--- src/rtl/cpu_pkg.sv ---
// Shared definitions for the multi-cycle CPU sequencer.
package cpu_pkg;

    typedef enum logic [2:0] {
        ST_IDLE  = 3'd0,
        ST_IF    = 3'd1,
        ST_ID    = 3'd2,
        ST_EX    = 3'd3,
        ST_MEM   = 3'd4,
        ST_WB    = 3'd5,
        ST_HALT  = 3'd6,
        ST_FAULT = 3'd7
    } state_e;

    localparam logic [31:0] NOP_INSN = 32'h0000_0013;
    localparam int unsigned PC_STEP  = 4;

endpackage

--- src/rtl/bus_watchdog.sv ---
// Wait-cycle counter for memory handshakes; flags when an ack is overdue.
module bus_watchdog #(
    parameter int unsigned TIMEOUT = 16
) (
    input  logic clk,
    input  logic rst,
    input  logic clear,
    input  logic waiting,
    output logic expired
);

    localparam int unsigned CW = $clog2(TIMEOUT + 1);

    logic [CW-1:0] cnt_q;
    logic [CW-1:0] cnt_d;

    // Count consecutive cycles spent waiting; cleared outside the wait states.
    always_comb begin
        cnt_d = cnt_q;
        if (clear) begin
            cnt_d = '0;
        end else if (waiting) begin
            cnt_d = cnt_q + CW'(1);
        end
    end

    // Counter register.
    always_ff @(posedge clk or posedge rst) begin
        if (rst) begin
            cnt_q <= '0;
        end else begin
            cnt_q <= cnt_d;
        end
    end

    // The TIMEOUT-th cycle without ack is the last one tolerated; an ack in it still wins.
    assign expired = waiting && (cnt_q == CW'(TIMEOUT - 1));

endmodule

--- src/rtl/cpu_sequencer.sv ---
// Multi-cycle fetch/decode/execute/memory/writeback sequencer owning pc, ir and retire count.
module cpu_sequencer
    import cpu_pkg::*;
#(
    parameter int unsigned          XLEN     = 32,
    parameter logic [XLEN-1:0]      RESET_PC = '0,
    parameter int unsigned          TIMEOUT  = 16,
    parameter int unsigned          CNT_W    = 32
) (
    input  logic              clk,
    input  logic              rst,
    output logic              imem_req,
    output logic [XLEN-1:0]   imem_addr,
    input  logic              imem_ack,
    input  logic [31:0]       imem_rdata,
    output logic [31:0]       ir,
    input  logic              dec_reg_we,
    input  logic              dec_is_load,
    input  logic              dec_is_store,
    input  logic              dec_is_halt,
    input  logic [XLEN-1:0]   alu_result,
    input  logic              br_taken,
    output logic              dmem_req,
    output logic              dmem_we,
    output logic [XLEN-1:0]   dmem_addr,
    input  logic              dmem_ack,
    output logic              rf_we,
    output logic [XLEN-1:0]   pc,
    output logic              halted,
    output logic              bus_err,
    output logic [CNT_W-1:0]  retired
);

    state_e            state_q, state_d;
    logic [XLEN-1:0]   pc_q, pc_d;
    logic [31:0]       ir_q, ir_d;
    logic [XLEN-1:0]   daddr_q, daddr_d;
    logic [CNT_W-1:0]  ret_q, ret_d;
    logic              wd_clear, wd_waiting, wd_expired;

    bus_watchdog #(
        .TIMEOUT (TIMEOUT)
    ) u_watchdog (
        .clk     (clk),
        .rst     (rst),
        .clear   (wd_clear),
        .waiting (wd_waiting),
        .expired (wd_expired)
    );

    // State and datapath registers.
    always_ff @(posedge clk or posedge rst) begin
        if (rst) begin
            state_q <= ST_IDLE;
            pc_q    <= RESET_PC;
            ir_q    <= NOP_INSN;
            daddr_q <= '0;
            ret_q   <= '0;
        end else begin
            state_q <= state_d;
            pc_q    <= pc_d;
            ir_q    <= ir_d;
            daddr_q <= daddr_d;
            ret_q   <= ret_d;
        end
    end

    // Next-state selection; an ack takes priority over a coincident timeout.
    always_comb begin
        state_d = state_q;
        case (state_q)
            ST_IDLE:  state_d = ST_IF;
            ST_IF: begin
                if (imem_ack)        state_d = ST_ID;
                else if (wd_expired) state_d = ST_FAULT;
            end
            ST_ID:    state_d = dec_is_halt ? ST_HALT : ST_EX;
            ST_EX:    state_d = (dec_is_load || dec_is_store) ? ST_MEM : ST_WB;
            ST_MEM: begin
                if (dmem_ack)        state_d = ST_WB;
                else if (wd_expired) state_d = ST_FAULT;
            end
            ST_WB:    state_d = ST_IF;
            ST_HALT:  state_d = ST_HALT;
            ST_FAULT: state_d = ST_FAULT;
            default:  state_d = ST_IDLE;
        endcase
    end

    // Datapath updates: instruction latch, memory address, pc advance and retire count.
    always_comb begin
        pc_d    = pc_q;
        ir_d    = ir_q;
        daddr_d = daddr_q;
        ret_d   = ret_q;
        case (state_q)
            ST_IF: begin
                if (imem_ack) ir_d = imem_rdata;
            end
            ST_ID: begin
                if (dec_is_halt) ret_d = ret_q + CNT_W'(1);
            end
            ST_EX: begin
                daddr_d = alu_result;
            end
            ST_WB: begin
                pc_d  = br_taken ? {alu_result[XLEN-1:1], 1'b0} : pc_q + XLEN'(PC_STEP);
                ret_d = ret_q + CNT_W'(1);
            end
            default: ;
        endcase
    end

    // Outputs decoded from the registered state.
    always_comb begin
        imem_req   = (state_q == ST_IF);
        dmem_req   = (state_q == ST_MEM);
        dmem_we    = (state_q == ST_MEM) && dec_is_store;
        rf_we      = (state_q == ST_WB) && dec_reg_we;
        halted     = (state_q == ST_HALT);
        bus_err    = (state_q == ST_FAULT);
        wd_clear   = !((state_q == ST_IF) || (state_q == ST_MEM));
        wd_waiting = ((state_q == ST_IF) && !imem_ack) || ((state_q == ST_MEM) && !dmem_ack);
    end

    assign pc        = pc_q;
    assign imem_addr = pc_q;
    assign ir        = ir_q;
    assign dmem_addr = daddr_q;
    assign retired   = ret_q;

endmodule

--- config.mk ---
export PLATFORM = sky130hd
export DESIGN_NAME = cpu_sequencer
export DESIGN_NICKNAME = d
export VERILOG_FILES = /design/src/rtl/cpu_pkg.sv /design/src/rtl/bus_watchdog.sv /design/src/rtl/cpu_sequencer.sv
export SDC_FILE = /design/constraint.sdc
export NUM_CORES = 1
export LEC_CHECK = 0
export CAP_MARGIN = 10
export CORE_MARGIN = 2
export CORE_UTILIZATION = 49
export CTS_CLUSTER_DIAMETER = 30
export DETAILED_ROUTE_END_ITERATION = 7
export GPL_TIMING_DRIVEN = 1
export PLACE_DENSITY = 0.87
export SLEW_MARGIN = 20
export SYNTH_ARGS = -nofsm -noshare
export SYNTH_HDL_FRONTEND = slang
export SYNTH_SLANG_ARGS = --single-unit
--- constraint.sdc ---
create_clock -name clk -period 6.6 [get_ports clk]
set_input_delay 1.32 -clock clk [delete_from_list [all_inputs] [get_ports clk]]
set_output_delay 1.32 -clock clk [all_outputs]
set_load 0.005 [all_outputs]
==> impl_results.rst, run 1 <==
.. list-table::
   :header-rows: 1

   * - Metric
     - Value
   * - Setup slack of the critical path after layout
     - 2.867 ns
   * - Area Overhead vs Synth
     - 44.70%
   * - Floorplan die width
     - 119.9 um
   * - Source-to-sink clock delay at the later pin of the worst-skew pair
     - 0.42 ns
   * - Startpoint types
     - primary input
   * - Detailed-route wire length per cell
     - 18.39 um
   * - Num Clock Sinks
     - 135
   * - Total Die Area
     - 0.01438 mm2
   * - Internal reg-to-reg setup slack
     - 3.75 ns
   * - Final net count
     - 870
   * - Lkg Pwr
     - 4.009 nW
   * - Synth area leaders
     - dfrtp_1 (50%), mux2_2 (11%), buf_4 (4.1%)
   * - Number of top-level pins
     - 239
   * - Total of endpoints with negative setup slack in the final report
     - 0
   * - Initial DRC Count
     - 597
   * - Post-synth top area share
     - 50.17%
   * - Hold Crit Class
     - reg2reg
   * - Worst-path fanout max
     - 1
   * - Row count
     - 42
   * - Maximum number of buffers from clock root to sink
     - 2
   * - Standard cell with the maximum stage delay on the critical path
     - clkdlybuf4s50_1
   * - Max-slew violation count
     - 0
   * - Type of element capturing the critical path
     - primary output
   * - Number of gates resized after CTS
     - 0
   * - Run status
     - complete, no violations
   * - First-pass detailed-route iteration total
     - 5
   * - Pwr/cell area
     - 442.2 mW/mm2
   * - Maximum number of pins on one net before global-route repair
     - 71
   * - Share of cells above drive strength 1
     - 14.76%
   * - Period minus WS final
     - 3.733 ns
   * - Setup repair bufs after CTS
     - 0
   * - Post-synth EDFFs
     - 0
   * - Worst slew pin tran
     - 0.8647 ns
   * - Post-route clock period utilization
     - 56.55%
   * - Share of async-settable or async-resettable flops after synthesis
     - 100.0%
   * - Final wirelength
     - 18,060 um
   * - Power consumption
     - 4.213 mW
   * - Maximum capacitance violations
     - 0
   * - Global placement routability congestion
     - 0.8549
   * - Worst setup slack after placement
     - 2.870 ns
   * - First-pass GRT wire length
     - 28,920 um
   * - Remaining antenna violation count after routing
     - 0
   * - Initial Util
     - 49.91%
   * - Most used flip-flop cell after synthesis
     - dfrtp_1
   * - Library cells used by synthesis
     - 66
   * - Part of the Yosys area used for sequential elements
     - 51.37%
   * - Smallest hold slack
     - 0.4975 ns
   * - Clock input transition at the sequential cells of the worst setup and hold paths
     - 0.05 ns
   * - Std-Cell Core Area
     - 0.01319 mm2
   * - Aggregate negative setup slack
     - 0 ns
   * - Placed Cells
     - 950
   * - Data required time of the worst path
     - 5.28 ns
   * - DRC viols
     - 0
   * - Vias in the first global route
     - 5,527
   * - Vias
     - 5,584
   * - Post-synth design cell area
     - 0.006584 mm2
   * - TritonCTS clock tree
     - yes
   * - Final instance area
     - 0.009527 mm2
   * - Total count of hold-check failures in the final report
     - 0
   * - Worst path cell trace
     - clkdlybuf4s50_1, and2_1, clkdlybuf4s50_1
   * - Initial antenna violation count
     - 0
   * - Flop and latch count out of synthesis
     - 135
   * - WP data arrival
     - 2.41 ns
   * - Average instance area after synthesis
     - 11.08 um2
   * - Library cell occupying the most area in the post-synthesis netlist
     - dfrtp_1
   * - Post-Layout Cell Count
     - 982
   * - Cells after Synth
     - 594
   * - H-tree levels
     - 4
   * - Vias per std cell
     - 5.686
   * - GR Util All Layers
     - 25.80%
   * - Normalized max-slew margin
     - 42.35%
   * - Hold-fix buffer count after cts
     - 0
   * - Post-route core utilization
     - 72.23%
   * - Post-detailed-placement cell area
     - 0.008816 mm2
   * - Syn. warnings
     - 0
   * - HPWL after DPL
     - 12,670 um
   * - Number of antenna diodes
     - 0
   * - RSZ-0062 raised after global routing
     - no
   * - Critical path type
     - in2out
   * - Highest cell delay on the worst timing path
     - 0.54 ns
   * - Aggregate global routing overflow
     - 0
   * - Max Clk Rate
     - 0.2679 GHz
   * - Root Buffer Master
     - clkbuf_16
   * - Max VDD drop
     - 0.0002901 V
   * - CP dominant cell by count
     - clkdlybuf4s50_1
   * - Number of buffers created by CTS
     - 17
   * - Number of buffers added on ports
     - 236
   * - Post-Route Skew
     - 0.005670 ns
   * - Vertical die dimension
     - 119.9 um
## sequential cells by signal, indices dropped and copies added (netlist names)
| signal | cells |
|---|---|
| retired | 32 |
| imem_addr | 31 |
| state_q | 3 |
| dmem_addr | 32 |
| ir | 32 |
| u_watchdog.cnt_q | 5 |
## critical path, delay by kind of cell
family	cells	cell delay (ns)
buf+inv	2	0.98
simple gates	1	0.11
## cells by family (layout without fill, tap and decap cells)
family / after synthesis / count (layout) / synth area share (%)
multiplexers: 70 / 70 / 11.88
buffers and inverters: 77 / 288 / 6.841
flip-flops: 135 / 135 / 51.37
XOR/XNOR: 33 / 33 / 4.390
other: 1 / 2 / 0.05696
AND/OR/NAND/NOR: 178 / 178 / 15.79
AO/OA/AOI/OAI: 96 / 96 / 8.913
adder cells (fa/ha/maj): 4 / 4 / 0.7602
## cells in the mapped netlist (3+ instances only)
cell type  count
nand3_1       23
mux2_2        63
and4_1         7
or3_1          6
and2_1         7
dfrtp_1      132
nor4_1         5
o2bb2ai_1      3
a21oi_1       26
a31oi_1        3
inv_1         14
nand4_1       14
buf_4         36
ha_1           4
or3b_1         3
buf_2          8
xnor2_1       19
nor3_1        11
and3_1        14
mux2i_1        5
nand2b_1       4
dfstp_2        3
clkbuf_1      13
xor2_1        14
nor2_1        30
or2_2          3
a211oi_1       5
a311oi_1       4
o21ai_0       36
nand2_1       32
## layer usage
layer	GRT usage, %	part of all wire, %	wire, um	up-vias
li1	-	-	-	2502
met4	11.18	3.1	554	0
met1	29.90	37	6724	2743
met3	6.702	7.2	1292	52
met2	45.03	53	9491	287
met5	0	0	0	-
## final cells by class
type,instances,area [um2]
well taps,176,220.2
clock buffers,19,452.9
multi-input cells,383,2764
fillers,901,3664
inverters,15,58.81
clock inverters,13,249.0
flip-flops and latches,135,3382
repair buffers,241,2400
## placed cells by master (no fill, tap or decap), types with 4 or more instances in the layout
cell type and count:
a211oi_1 5, a21oi_1 26, a311oi_1 4, and2_1 7, and3_1 14, and4_1 7, buf_4 5, bufinv_16 7
clkbuf_16 17, clkdlybuf4s50_1 236, dfrtp_1 132, ha_1 4, inv_1 13, mux2_2 63, mux2i_1 5, nand2_1 32
nand2b_1 4, nand3_1 23, nand4_1 14, nor2_1 30, nor3_1 11, nor4_1 5, o21ai_0 36, or3_1 6
xnor2_1 19, xor2_1 14
## where the power goes
part / total (mW) / switching, mW / internal, mW
clock: 1.12 / 0.354 / 0.765
combinational: 1.61 / 0.579 / 1.03
sequential: 1.48 / 0.325 / 1.16
total: 4.21 / 1.26 / 2.96
## final timing paths
kind	to	from	cells past startpoint
max reg2reg	retired[19]	state_q[1]	5
min reg2reg	ir[19]	ir[19]	1
min	ir[19]	ir[19]	1
max in group asynchronous	retired[9]	rst	3
max	rf_we	dec_reg_we	3
min in group asynchronous	dmem_addr[6]	rst	2
No activity file was read; power rests on OpenSTA's default activity.
==> run 2: changes to the inputs <==
Settings changed: CORE_UTILIZATION 49 to 45, PLACE_DENSITY 0.87 to 0.81.
Clock period 6.6 ns to 3.77 ns, I/O delays scaled along.
==> impl_results.rst, run 2 (synthesized netlist as in run 1, its figures left out) <==
.. list-table::
   :header-rows: 1

   * - Metric
     - Value
   * - Root Buffer Master
     - clkbuf_16 (unchanged)
   * - WP data arrival
     - 2.15 ns (was 2.41 ns)
   * - Num Clock Sinks
     - 135 (unchanged)
   * - Detailed-route wire length per cell
     - 17.54 um (was 18.39 um)
   * - Data required time of the worst path
     - 3.02 ns (was 5.28 ns)
   * - Fillers
     - 1,092 (was 901)
   * - Type of element capturing the critical path
     - primary output (unchanged)
   * - Number of gates resized after CTS
     - 0 (unchanged)
   * - Power consumption
     - 7.292 mW (was 4.213 mW)
   * - Normalized max-slew margin
     - 46.68% (was 42.35%)
   * - RSZ-0062 raised after global routing
     - no (unchanged)
   * - Clock input transition at the sequential cells of the worst setup and hold paths
     - 0.06 ns (was 0.05 ns)
   * - Standard cell with the maximum stage delay on the critical path
     - dfrtp_1 (was clkdlybuf4s50_1)
   * - Critical path type
     - reg2out (was in2out)
   * - HPWL after DPL
     - 12,270 um (was 12,670 um)
   * - TritonCTS clock tree
     - yes (unchanged)
   * - Post-detailed-placement cell area
     - 0.008870 mm2 (was 0.008816 mm2)
   * - Lkg Pwr
     - 4.011 nW (was 4.009 nW)
   * - Maximum number of buffers from clock root to sink
     - 2 (unchanged)
   * - Row count
     - 44 (was 42)
   * - Std-Cell Core Area
     - 0.01442 mm2 (was 0.01319 mm2)
   * - Run status
     - complete, no violations (unchanged)
   * - Final wirelength
     - 17,420 um (was 18,060 um)
   * - First-pass detailed-route iteration total
     - 5 (unchanged)
   * - Worst r2r dst
     - retired[19] (unchanged)
   * - Hold worst-path end
     - retired[31] (was ir[19])
   * - Setup slack of the critical path after layout
     - 0.8628 ns (was 2.867 ns)
   * - Total Die Area
     - 0.01561 mm2 (was 0.01438 mm2)
   * - Worst slew pin tran
     - 0.7989 ns (was 0.8647 ns)
   * - Vertical die dimension
     - 125.0 um (was 119.9 um)
   * - Final net count
     - 873 (was 870)
   * - Worst path cell trace
     - or3b_1, inv_1, and2_1, clkdlybuf4s50_1 (was clkdlybuf4s50_1, and2_1, clkdlybuf4s50_1)
   * - Post-route clock period utilization
     - 77.11%
   * - Initial Util
     - 45.65% (was 49.91%)
   * - Depth of the worst register-to-register path
     - 6 (was 5)
   * - Source-to-sink clock delay at the later pin of the worst-skew pair
     - 0.41 ns (was 0.42 ns)
   * - Max-slew violation count
     - 0 (unchanged)
   * - Area Overhead vs Synth
     - 45.15% (was 44.70%)
   * - Vias per std cell
     - 5.536 (was 5.686)
   * - First-pass GRT wire length
     - 28,520 um (was 28,920 um)
   * - DRC viols
     - 0 (unchanged)
   * - Worst setup slack after placement
     - 1.002 ns (was 2.870 ns)
   * - Vias in the first global route
     - 5,547 (was 5,527)
   * - Internal reg-to-reg setup slack
     - 1.39 ns (was 3.75 ns)
   * - Number of buffers added on ports
     - 236 (unchanged)
   * - Maximum number of pins on one net before global-route repair
     - 56 (was 71)
   * - Worst-path fanout max
     - 13 (was 1)
   * - Pwr/cell area
     - 763.0 mW/mm2 (was 442.2 mW/mm2)
   * - Floorplan die width
     - 125.0 um (was 119.9 um)
   * - Aggregate negative setup slack
     - 0 ns (unchanged)
   * - Hold-fix buffer count after cts
     - 0 (unchanged)
   * - Number of buffers created by CTS
     - 17 (unchanged)
   * - Initial antenna violation count
     - 0 (unchanged)
   * - Most common cell after layout, fill and taps aside
     - clkdlybuf4s50_1 (unchanged)
   * - FF-to-FF Start
     - state_q[1] (unchanged)
   * - Max Clk Rate
     - 0.3440 GHz
   * - Total count of hold-check failures in the final report
     - 0 (unchanged)
   * - Max VDD drop
     - 0.0004537 V (was 0.0002901 V)
   * - Highest cell delay on the worst timing path
     - 0.54 ns (about the same)
   * - Share of cells above drive strength 1
     - 15.20% (was 14.76%)
   * - Aggregate global routing overflow
     - 0 (unchanged)
   * - GR Util All Layers
     - 22.56% (was 25.80%)
   * - Remaining antenna violation count after routing
     - 0 (unchanged)
   * - Setup repair bufs after CTS
     - 0 (unchanged)
   * - Vias
     - 5,497 (was 5,584)
   * - Startpoint types
     - flop (was primary input)
   * - Leading cell types in the layout, fill and taps excluded
     - clkdlybuf4s50_1 (235), dfrtp_1 (132), mux2_2 (63) (was clkdlybuf4s50_1 (236), dfrtp_1 (132), mux2_2 (63))
   * - Area of combinational cells with multiple inputs
     - 0.002755 mm2 (was 0.002764 mm2)
   * - Worst Hold Path Cells
     - 1 (unchanged)
   * - Sequential cell area
     - 0.003382 mm2 (unchanged)
   * - Initial DRC Count
     - 575 (was 597)
   * - Final instance area
     - 0.009557 mm2 (was 0.009527 mm2)
   * - Number of antenna diodes
     - 0 (unchanged)
   * - Maximum capacitance violations
     - 0 (unchanged)
   * - Total of endpoints with negative setup slack in the final report
     - 0 (unchanged)
   * - Period minus WS final
     - 2.907 ns
   * - Hold Crit Class
     - reg2reg (unchanged)
   * - Number of top-level pins
     - 239 (unchanged)
   * - Post-Route Skew
     - 0.008826 ns (was 0.005670 ns)
   * - Global placement routability congestion
     - 0.8485 (was 0.8549)
   * - Worst min-delay path startpoint
     - retired[31] (was ir[19])
   * - H-tree levels
     - 4 (unchanged)
[run 2: cell types whose count changed in the layout (fill, tap and decap cells not counted), sizes merged]
cell	change
bufinv	-1
clkdlybuf4s50	-1
buf	+4
clkbuf	+1
[run 2: worst max path at each step]
stage / endpoint / start / slack (ns) / cells past startpoint
after floorplan: dmem_addr[0] / rst / 1.34 / 1
after global placement: retired[19] / dec_is_halt / 1.08 / 6
after detailed placement: retired[19] / dec_is_halt / 1.00 / 6
after CTS: dmem_we / state_q[2] / 0.86 / 4
after global routing: dmem_we / state_q[2] / 0.78 / 4
final: dmem_we / state_q[2] / 0.86 / 4
[run 2: metal layers]
metal / wire length [um] / up-vias / global-route usage, % / share of wire [%]
li1: - / 2502 / - / -
met1: 6808 / 2668 / 27.08 / 39
met2: 8954 / 289 / 38.73 / 51
met3: 1350 / 38 / 6.376 / 7.8
met4: 303 / 0 / 8.627 / 1.7
met5: 0 / - / 0 / 0
[run 2: through the flow]
step	hold slack (ns)	cells	util, %
2_1_floorplan	0.4647	595	-
3_3_place_gp	0.4606	961	61.49
3_5_place_dp	0.4637	961	61.49
4_1_cts	0.4715	993	66.26
5_1_grt	0.4956	993	66.26
6_report	0.4711	993	66.26
[run 2: worst max-delay path: cells and delay by family, from the launching register on]
family | cells | cell delay, ns
buffers and inverters | 2 | 0.62
AND/OR/NAND/NOR | 2 | 0.58
flip-flops | 1 | 0.54
[run 2: power breakdown]
part / total, mW / internal [mW] / switching (mW) / leakage (nW)
registers: 2.58 / 2.02 / 0.558 / 1.64
logic: 2.80 / 1.82 / 0.978 / 2.03
clock network: 1.91 / 1.29 / 0.620 / 0.336
[run 2: final cells by class]
cell class / instances / share of cell area, %
clock buffer: 20 / 4.883
clock inverter: 12 / 2.304
inverter: 15 / 0.6284
multi-input combinational: 383 / 28.83
sequential: 135 / 35.39
tap: 184 / 2.409
timing repair buffer: 244 / 25.56
==> run 3: changes to the inputs <==
Clock period 3.77 ns to 2.9 ns, I/O delays scaled along.
==> impl_results.rst, run 3 (synthesized netlist as in run 1, its figures left out) <==
.. list-table::
   :header-rows: 1

   * - Metric
     - Value
   * - Total of endpoints with negative setup slack in the final report
     - 0 (unchanged)
   * - Number of gates resized after CTS
     - 0 (unchanged)
   * - FF-to-FF Start
     - imem_addr[2] (was state_q[1])
   * - Startpoint types
     - flop (unchanged)
   * - Hold-fix buffer count after cts
     - 0 (unchanged)
   * - Number of top-level pins
     - 239 (unchanged)
   * - Post-route clock period utilization
     - 95.48%
   * - Worst Hold Path Cells
     - 1 (unchanged)
   * - Leading cell types in the layout, fill and taps excluded
     - clkdlybuf4s50_1 (235), dfrtp_1 (132), mux2_2 (63) (unchanged)
   * - Internal reg-to-reg setup slack
     - 0.58 ns (was 1.39 ns)
   * - First-pass detailed-route iteration total
     - 6 (was 5)
   * - GR Util All Layers
     - 23.15% (was 22.56%)
   * - Vias
     - 5,543 (was 5,497)
   * - Met3 usage
     - 6.889% (was 6.376%)
   * - Worst min-delay path startpoint
     - retired[31] (unchanged)
   * - Worst slew pin tran
     - 0.8062 ns (was 0.7989 ns)
   * - WP data arrival
     - 2.19 ns (was 2.15 ns)
   * - Detailed-route wire length per cell
     - 17.75 um (was 17.54 um)
   * - Run status
     - complete, no violations (unchanged)
   * - Number of buffers added on ports
     - 236 (unchanged)
   * - Source-to-sink clock delay at the later pin of the worst-skew pair
     - 0.41 ns (about the same)
   * - Remaining antenna violation count after routing
     - 0 (unchanged)
   * - Vias per std cell
     - 5.565 (was 5.536)
   * - Post-Route Skew
     - 0.005793 ns (was 0.008826 ns)
   * - Fillers
     - 1,106 (was 1,092)
   * - Max-slew violation count
     - 0 (unchanged)
   * - HPWL after DPL
     - 12,560 um (was 12,270 um)
   * - H-tree levels
     - 4 (unchanged)
   * - Final wirelength
     - 17,680 um (was 17,420 um)
   * - Maximum number of pins on one net before global-route repair
     - 64 (was 56)
   * - Maximum capacitance violations
     - 0 (unchanged)
   * - Global-route track usage on met1
     - 26.66% (was 27.08%)
   * - Initial DRC Count
     - 580 (was 575)
   * - Post-route core utilization
     - 65.82% (was 66.26%)
   * - Type of element capturing the critical path
     - primary output (unchanged)
   * - Vias in the first global route
     - 5,793 (was 5,547)
   * - Floorplan die width
     - 125.0 um (unchanged)
   * - Share of cells above drive strength 1
     - 15.02% (was 15.20%)
   * - Normalized max-slew margin
     - 46.09% (was 46.68%)
   * - Period minus WS final
     - 2.769 ns
   * - Worst r2r dst
     - imem_addr[24] (was retired[19])
   * - Std-Cell Core Area
     - 0.01442 mm2 (unchanged)
   * - Final net count
     - 876 (was 873)
   * - Num Clock Sinks
     - 135 (unchanged)
   * - Area Overhead vs Synth
     - 44.20% (was 45.15%)
   * - RSZ-0062 raised after global routing
     - no (unchanged)
   * - Root Buffer Master
     - clkbuf_16 (unchanged)
   * - Hold worst-path end
     - retired[31] (unchanged)
   * - Number of antenna diodes
     - 0 (unchanged)
   * - Total Die Area
     - 0.01561 mm2 (unchanged)
   * - Maximum number of buffers from clock root to sink
     - 2 (unchanged)
   * - First-pass GRT wire length
     - 29,020 um (was 28,520 um)
   * - TritonCTS clock tree
     - yes (unchanged)
   * - Worst-path fanout max
     - 13 (unchanged)
   * - Row count
     - 44 (unchanged)
   * - Data required time of the worst path
     - 2.32 ns (was 3.02 ns)
   * - Vertical die dimension
     - 125.0 um (unchanged)
   * - Aggregate negative setup slack
     - 0 ns (unchanged)
   * - Pwr/cell area
     - 969.3 mW/mm2 (was 763.0 mW/mm2)
   * - DRC viols
     - 0 (unchanged)
   * - Aggregate global routing overflow
     - 0 (unchanged)
   * - Depth of the worst register-to-register path
     - 6 (unchanged)
   * - Global placement routability congestion
     - 0.8675 (was 0.8485)
   * - Initial Util
     - 45.65% (unchanged)
   * - Lkg Pwr
     - 3.980 nW (was 4.011 nW)
   * - Setup repair bufs after CTS
     - 0 (unchanged)
   * - Initial antenna violation count
     - 0 (unchanged)
   * - Max Clk Rate
     - 0.3612 GHz
   * - Critical path type
     - reg2out (unchanged)
   * - Clock input transition at the sequential cells of the worst setup and hold paths
     - 0.06 ns (about the same)
   * - Total count of hold-check failures in the final report
     - 0 (unchanged)
   * - Most common cell after layout, fill and taps aside
     - clkdlybuf4s50_1 (unchanged)
   * - Max VDD drop
     - 0.0006502 V (was 0.0004537 V)
   * - Global-route met2 utilization
     - 40.34% (was 38.73%)
   * - Number of buffers created by CTS
     - 17 (unchanged)
   * - GRT busiest layer
     - met2 (unchanged)
   * - Hold Crit Class
     - reg2reg (unchanged)
## run 3: cell types whose count changed in the layout (fill, tap and decap cells not counted)
cell | previous run | this run
inv_6 | 1 | 0
clkinv_4 | 1 | 0
clkbuf_1 | 0 | 4
bufinv_16 | 6 | 3
clkinvlp_4 | 2 | 3
buf_4 | 6 | 9
## run 3: cell type report
| type | count | area (um2) | share of cell area [%] |
|---|---|---|---|
| inverters | 15 | 60.06 | 0.6326 |
| clock inverters | 8 | 120.1 | 1.265 |
| well taps | 184 | 230.2 | 2.425 |
| clock buffers | 24 | 481.7 | 5.074 |
| flip-flops and latches | 135 | 3382 | 35.62 |
| repair buffers | 247 | 2465 | 25.96 |
| multi-input cells | 383 | 2755 | 29.02 |
## run 3: worst max-delay path by stage
| stage | start | to | slack (ns) | depth (start not counted) |
|---|---|---|---|---|
| after floorplan | rst | dmem_addr[0] | 0.64 | 1 |
| final | state_q[2] | dmem_we | 0.13 | 4 |
| after global placement | dec_is_halt | retired[28] | 0.44 | 6 |
| after global routing | state_q[2] | dmem_we | 0.05 | 4 |
| after detailed placement | dec_is_halt | retired[28] | 0.35 | 6 |
| after CTS | state_q[2] | dmem_we | 0.12 | 4 |
## run 3: critical path, cell delays in order (launching register included)
cell             delay (ns)
dfrtp_1                0.55
or3b_1                 0.44
inv_1                  0.14
and2_1                 0.14
clkdlybuf4s50_1        0.51
## run 3: power breakdown
group	internal [mW]	switching, mW	leakage [nW]
clock network	1.42	0.774	0.290
registers	2.63	0.727	1.64
logic	2.37	1.29	2.05
total	6.42	2.79	3.98
## run 3: metal layers
layer / wire (um) / vias up
met5: 0 / -
met4: 367 / 0
met3: 1219 / 39
met2: 9316 / 250
met1: 6772 / 2746
li1: - / 2508
## run 3: metrics by stage
stage / hold slack, ns / power [mW] / setup slack [ns] / cells / cell area [um2]
floorplan: 0.4647 / 4.964 / 0.6433 / 595 / 6591
global placement: 0.4606 / 6.869 / 0.4400 / 964 / 8892
detailed placement: 0.4652 / 7.046 / 0.3464 / 964 / 8892
CTS: 0.4772 / 9.294 / 0.1185 / 996 / 9494
global route: 0.5033 / 9.738 / 0.05061 / 996 / 9494
finish: 0.4796 / 9.202 / 0.1312 / 996 / 9494
